`src/rtl/scmp_sio.sv`:
```
`default_nettype none
// ============================================================================
// Module   : scmp_sio
// Brief    : SC/MP-style serial shifter, LSB out on sout_o, sin_i into bit 7.
// Revision : 1.0 - initial release
// ============================================================================
module scmp_sio #(
   parameter int DIV_W = 8
) (
   input  logic             clk_i,
   input  logic             rst_i,
   input  logic [DIV_W-1:0] div_i,
   input  logic [7:0]       tx_data_i,
   input  logic             tx_valid_i,
   output logic             tx_ready_o,
   input  logic             sin_i,
   output logic             sout_o,
   output logic [7:0]       rx_data_o,
   output logic             rx_valid_o,
   output logic             busy_o
);

   typedef enum logic [0:0] {
      S_IDLE  = 1'b0,
      S_SHIFT = 1'b1
   } state_t;

   state_t           r_state;
   state_t           w_state_nxt;
   logic             r_sync1;
   logic             r_sync2;
   logic [7:0]       r_shreg;
   logic [DIV_W-1:0] r_period;
   logic [DIV_W-1:0] r_div_cnt;
   logic [2:0]       r_bit_cnt;
   logic             r_sout;
   logic [7:0]       r_rx_data;
   logic             r_rx_valid;
   logic             w_accept;
   logic             w_bit_end;
   logic             w_last;
   logic [7:0]       w_shift_val;

   always_ff @(posedge clk_i or posedge rst_i) begin
      if (rst_i) begin
         r_state <= S_IDLE;
      end else begin
         r_state <= w_state_nxt;
      end
   end

   always_comb begin
      w_state_nxt = r_state;
      w_accept    = 1'b0;
      w_bit_end   = 1'b0;
      w_last      = 1'b0;
      case (r_state)
         S_IDLE: begin
            if (tx_valid_i) begin
               w_accept    = 1'b1;
               w_state_nxt = S_SHIFT;
            end
         end
         S_SHIFT: begin
            if (r_div_cnt == r_period) begin
               w_bit_end = 1'b1;
               if (r_bit_cnt == 3'd7) begin
                  w_last      = 1'b1;
                  w_state_nxt = S_IDLE;
               end
            end
         end
         default: w_state_nxt = S_IDLE;
      endcase
   end

   // Synchronizer idles high so a released reset does not inject a 0 bit.
   always_ff @(posedge clk_i or posedge rst_i) begin
      if (rst_i) begin
         r_sync1 <= 1'b1;
         r_sync2 <= 1'b1;
      end else begin
         r_sync1 <= sin_i;
         r_sync2 <= r_sync1;
      end
   end

   assign w_shift_val = {r_sync2, r_shreg[7:1]};

   always_ff @(posedge clk_i or posedge rst_i) begin
      if (rst_i) begin
         r_shreg    <= 8'h00;
         r_period   <= '0;
         r_div_cnt  <= '0;
         r_bit_cnt  <= 3'd0;
         r_sout     <= 1'b1;
         r_rx_data  <= 8'h00;
         r_rx_valid <= 1'b0;
      end else begin
         r_rx_valid <= 1'b0;
         if (w_accept) begin
            r_shreg   <= tx_data_i;
            r_period  <= div_i;
            r_div_cnt <= '0;
            r_bit_cnt <= 3'd0;
            r_sout    <= tx_data_i[0];
         end else if (w_bit_end) begin
            r_shreg   <= w_shift_val;
            r_div_cnt <= '0;
            r_bit_cnt <= r_bit_cnt + 3'd1;
            // After the final shift sout keeps the last bit sent while idle.
            if (w_last) begin
               r_rx_data  <= w_shift_val;
               r_rx_valid <= 1'b1;
            end else begin
               r_sout <= r_shreg[1];
            end
         end else if (r_state == S_SHIFT) begin
            r_div_cnt <= r_div_cnt + 1'b1;
         end
      end
   end

   assign tx_ready_o = (r_state == S_IDLE);
   assign busy_o     = ~tx_ready_o;
   assign sout_o     = r_sout;
   assign rx_data_o  = r_rx_data;
   assign rx_valid_o = r_rx_valid;

endmodule
`default_nettype wire

```
`config.mk`:
```
export PLATFORM = sky130hd
export DESIGN_NAME = scmp_sio
export DESIGN_NICKNAME = d
export VERILOG_FILES = /design/src/rtl/scmp_sio.sv
export SDC_FILE = /design/constraint.sdc
export NUM_CORES = 1
export LEC_CHECK = 0
export ABC_CLOCK_PERIOD_IN_PS = 1900
export CAP_MARGIN = 30
export CORE_MARGIN = 2
export CORE_UTILIZATION = 25
export DETAILED_ROUTE_END_ITERATION = 16
export MAX_ROUTING_LAYER = met4
export PLACE_DENSITY = 0.45
export REMOVE_ABC_BUFFERS = 1
export SLEW_MARGIN = 40
export SYNTH_ARGS = -nofsm -noshare
export SYNTH_HDL_FRONTEND = slang
export SYNTH_SLANG_ARGS = --single-unit
```
`constraint.sdc`:
```
create_clock -name clk_i -period 1.9 [get_ports clk_i]
set_input_delay 0.285 -clock clk_i [delete_from_list [all_inputs] [get_ports clk_i]]
set_output_delay 0.285 -clock clk_i [all_outputs]
set_load 0.05 [all_outputs]
```
Word-level counts from Yosys, hierarchy flattened:

Index checks and enable logic that the tools add are counted.

* $add $sub $neg: 2
* eq/ne operators: 3
* multiplexer cells: 23
* bitwise operators: 2
* reductions and logical operators: 4

Operators by type and width (count)
* $mux 8: 5
* $mux 1: 15
* $add 8x1->8 const B: 1
* $eq 8x8->1: 1
* $mux 3: 2
* $add 3x1->3 const B: 1
* $eq 3x3->1 const B: 1
* $reduce_and 3->1: 1
* $reduce_bool 3->1: 1
* $ne 2x2->1 const B: 1
* $not 1->1: 2
* $pmux 1 s2: 1
* $reduce_and 2->1: 1
* $reduce_bool 2->1: 1

* bits in registers: 40
* input bits: 20
* output and inout bits: 12
* logic and storage cells: 44

Logic depth before layout (Yosys ltp):

Gate-level depths: netlist (run 1).

* depth after elaboration: 7
* depth in mapped cells: 6
* mapped depth without buffers: 5

Least setup slack after synthesis (run 1):

Ideal clock, no wire load.

* path kind: register to register
* start: register r_state, in the netlist busy_o
* end: register r_shreg[2]
* library setup time: 126 ps
* arrival time: 1876 ps
* required time: 1774 ps
* path slack: -102 ps
* stages on the path, launching flop included: 6
* path buffers: 1
* period minus slack after synthesis: 2002 ps
* cell sequence: dfrtp_1 -> buf_2 -> inv_1 -> nand2_1 -> and3_1 -> a221o_1

* word-level cells in the longest chain between the ends: 2
* elaborated cells between the ends (all ways): 4
* classes of those cells: 3 x mux; 1 x reduce/logical

RTL lines
* start: declaration: RTL line 28 `state_t r_state;`
* start signal: assignment: RTL line 48 `r_state <= w_state_nxt;`
* $mux 1: RTL line 57 `case (r_state)`
* $mux 8 / $reduce_bool 2->1 (equally long branches)
* end signal: assignment: RTL line 102 `r_shreg <= tx_data_i;`
* end signal: assignment: RTL line 108 `r_shreg <= w_shift_val;`
* end: declaration: RTL line 32 `logic [7:0] r_shreg;`

Several ways; a longest one is shown, not always the timed one.
A chain may end at the register's enable or synchronous reset.

Worst setup path after layout (run 1):

* start: register r_rx_data[6], in the netlist rx_data_o[6]
* end: output port rx_data_o[6]

RTL lines
* start: declaration: RTL line 37 `logic [7:0] r_rx_data;`
* start signal: assignment: RTL line 113 `r_rx_data <= w_shift_val;`
* end: declaration: RTL line 18 `output logic [7:0] rx_data_o,`

No word-level cell between the ends.

==> run metrics, run 1 <==
status complete, no violations; WS Path Type register to output pin; Worst-Margin Slew 0.4991 ns; Final HPWL DP 2764 µm; synthesized flop and latch total 39; Slew Limit Fails 0; Max Clock Freq 571.6 MHz; synth cell count leaders 37 x nand2_1, 36 x dfrtp_1, 12 x nor2_1, 11 x xnor2_1, 8 x mux2_2; Compound-Gate Fraction of Synth Area approximately 8.5%; clk buf depth 2; CTS tree built; DP Area around 2200 µm²; grt ovf 0; multiplexer share of the synthesized area under 10%; hold slack 0.2371 ns; Setup Fix Bufs, Post-CTS 0; total track usage 11.31%; clk_skew just over 0.007 ns; Vias per Instance around 4.2; net switching power 1.426 mW; CP Max Fanout 2; Chip Width 88.04 µm; First DRT Iteration DRCs 40; Tcrit/Tclk final 92.08%; CTS sink count 39; final instance area around 2300 µm²; PortBufs 31; Hold Path Class input port to async pin; Post-Synth XOR/XNOR Area 6.449%; Tmin final around 1.7 ns; simple-gate share of the synthesized area 17.65%; P_int between 2 and 2.5 mW; Final WS setup 0.1504 ns; post-synth top area cell dfrtp_1; Util after Layout between 30% and 40%; antenna violations before repair 0; Combinational Power Share 42.8%; Top-Level Pins 32; Skew-Pair Late Insertion Delay 0.29 ns; Async SR Flop Fraction 100.0%; unrepaired setup endpoints after global routing no; Num CTS Buffers 5; ys flop type dfrtp_1; main area contributors after synthesis dfrtp_1 51%, nand2_1 7.9%, xnor2_1 5.5%, mux2_2 5.1%, dfstp_2 4.5%; clock-pin slew on the worst setup and hold paths 0.07 ns; Die H 88.04 µm; Post-CTS Resized 0; Worst path max stage delay ~0.81 ns; final WL 3819 µm; starting density of the core 25.84%; critical path endpoint category output pin; layout cells sized above 1 16.83%; largest net degree at the start of global routing 21; Arr. time, crit path ~1.5 ns; number of diodes 0; sequential cell area fraction in the yosys report 55.49%; CP delay by family, top buffers and inverters; total of max-cap violations 0; CP Launch Type register; DR DRC count 0; Total Die Area between 7000 and 8000 µm²; synthesized instance count roughly 160; Net Sw Frac roughly two fifths; Synth top area share a little over 50%; cell area after synthesis ~1800 µm²; total power 3.533 mW; Post-DRT Antenna Nets 0; Clock power frac 15.3%; # setup viols final 0; vias in the first global route 1296; row count 30; nets 224; synth unique cells 31; number of enable flip-flop cells after synthesis 0; final hold vios 0; critical path cell sequence clkdlybuf4s50_1; main combinational cell family by area after synthesis simple AND/OR/NAND/NOR gates; Avg Inst Size Synth 11.10 µm²; number of detailed-route iterations in the first pass 4; Post-Synth Adder-Cell Area 2.126%; Worst Path Required 1.62 ns; most frequent cell after synthesis nand2_1; CP Buf/Inv Count 1; Final GP Congestion roughly 0.78; Synth Warn # 0; H-tree levels 2; Reg power frac 41.9%; Hold-fix buffers, CTS 0; Vias approximately 1200; core area 6832 µm²; routed len/inst 12.82 µm; Setup WS pre-CTS 0.1738 ns; leakage power 1.052 nW; first-pass GRT wire length approximately 6300 µm; P&R area growth vs syn 31.68%; root buffer cell clkbuf_8; Max VDD drop 0.0006339 V; power per standard cell area about 1500 nW/µm²; Max transition margin 66.62%; Slowest-stage cell, CP clkdlybuf4s50_1
path summary, 6_finish.rpt:
path	startpoint	cells after the start	end	slack, ns
min reg2reg	r_sync1	0	r_sync2	0.36
max	rx_data_o[6]	1	rx_data_o[6]	0.15
min	rst_i	2	rx_data_o[7]	0.24
max in group asynchronous	rst_i	3	r_period[0]	1.09
min in group clk_i	r_sync1	0	r_sync2	0.36
max reg2reg	r_div_cnt[4]	5	r_shreg[7]	0.19
cells in the final DEF, fill, tap and decap left out:
cell,count
o21ai_0,6
nand4_1,1
clkbuf_8,5
and4_2,1
clkbuf_1,3
a21oi_1,2
mux2_2,8
nand4_4,1
o2111ai_1,2
xor2_1,2
nand3_4,1
buf_12,1
xnor2_1,11
nor2_1,12
clkdlybuf4s50_1,28
nand3b_1,1
nand3_1,1
a221o_1,4
and3_1,6
ha_1,3
a311oi_2,1
dfrtp_1,36
o32ai_1,1
inv_1,5
nand2_1,37
nor2b_1,1
buf_4,11
o31ai_1,1
nor3_2,1
and2_1,1
mux2i_1,4
dfstp_2,3
o31ai_4,1
state kept, by name, indices dropped and copies added, names as in the netlist:
| name | cells |
|---|---|
| r_sync2 | 1 |
| r_bit_cnt | 3 |
| sout_o | 1 |
| r_shreg | 7 |
| rx_valid_o | 1 |
| busy_o | 1 |
| r_sync1 | 1 |
| r_div_cnt | 8 |
| rx_data_o | 8 |
| r_period | 8 |
cell type report:
class,count,area (µm²)
Inverter,5,18.77
Multi-Input combinational cell,110,743.2
Sequential cell,39,979.7
Clock buffer,8,80.08
Fill cell,723,4507
Tap cell,96,120.1
Timing Repair Buffer,40,382.9
layer usage:
metal  GRT usage [%]  vias up  share of wire (%)
met1           14.73      589                 51
met5               -        -                  0
li1                -      625                  -
met2           16.67       24                 44
met4           4.959        0                1.5
met3           2.828        6                3.3
cell families after synthesis:
family                     after synthesis
and+or+nand+nor                         64
DFF                                     39
AOI/OAI and AO/OA                       18
xor gates and xnor gates                13
muxes                                   12
buffers and inverters                   10
adders and majority gates                3
metrics by stage:
step                cells  setup TNS [ns]
detailed placement    290               0
global route          298               0
CTS                   298               0
finish                298               0
global placement      290               0
floorplan             154          -1.391
power groups by stage:
| stage | Combinational, mW | Clock (mW) | Sequential, mW |
|---|---|---|---|
| 2_1_floorplan | 0.858 | 0 | 1.73 |
| 3_3_place_gp | 1.52 | 0 | 1.50 |
| 3_5_place_dp | 1.53 | 0 | 1.50 |
| 4_1_cts | 1.54 | 0.569 | 1.48 |
| 5_1_grt | 1.67 | 0.606 | 1.53 |
| 6_report | 1.51 | 0.541 | 1.48 |
Power figures use the tool's default switching activity.
==> inputs of run 2 (changes only) <==
--- a/config.mk
+++ b/config.mk
@@ -13,7 +13,6 @@
 export MAX_ROUTING_LAYER = met4
 export PLACE_DENSITY = 0.45
 export REMOVE_ABC_BUFFERS = 1
-export SLEW_MARGIN = 40
 export SYNTH_ARGS = -nofsm -noshare
 export SYNTH_HDL_FRONTEND = slang
 export SYNTH_SLANG_ARGS = --single-unit
==> results of run 2 <==
The final DEF is identical to that of run 1; final timing and power are the same.
==> inputs of run 3 (changes only) <==
--- a/config.mk
+++ b/config.mk
@@ -10,6 +10,7 @@
 export CORE_MARGIN = 2
 export CORE_UTILIZATION = 25
 export DETAILED_ROUTE_END_ITERATION = 16
+export GPL_ROUTABILITY_DRIVEN = 0
 export MAX_ROUTING_LAYER = met4
 export PLACE_DENSITY = 0.45
 export REMOVE_ABC_BUFFERS = 1
==> results of run 3 <==
The final DEF is identical to that of run 1; final timing and power are the same.
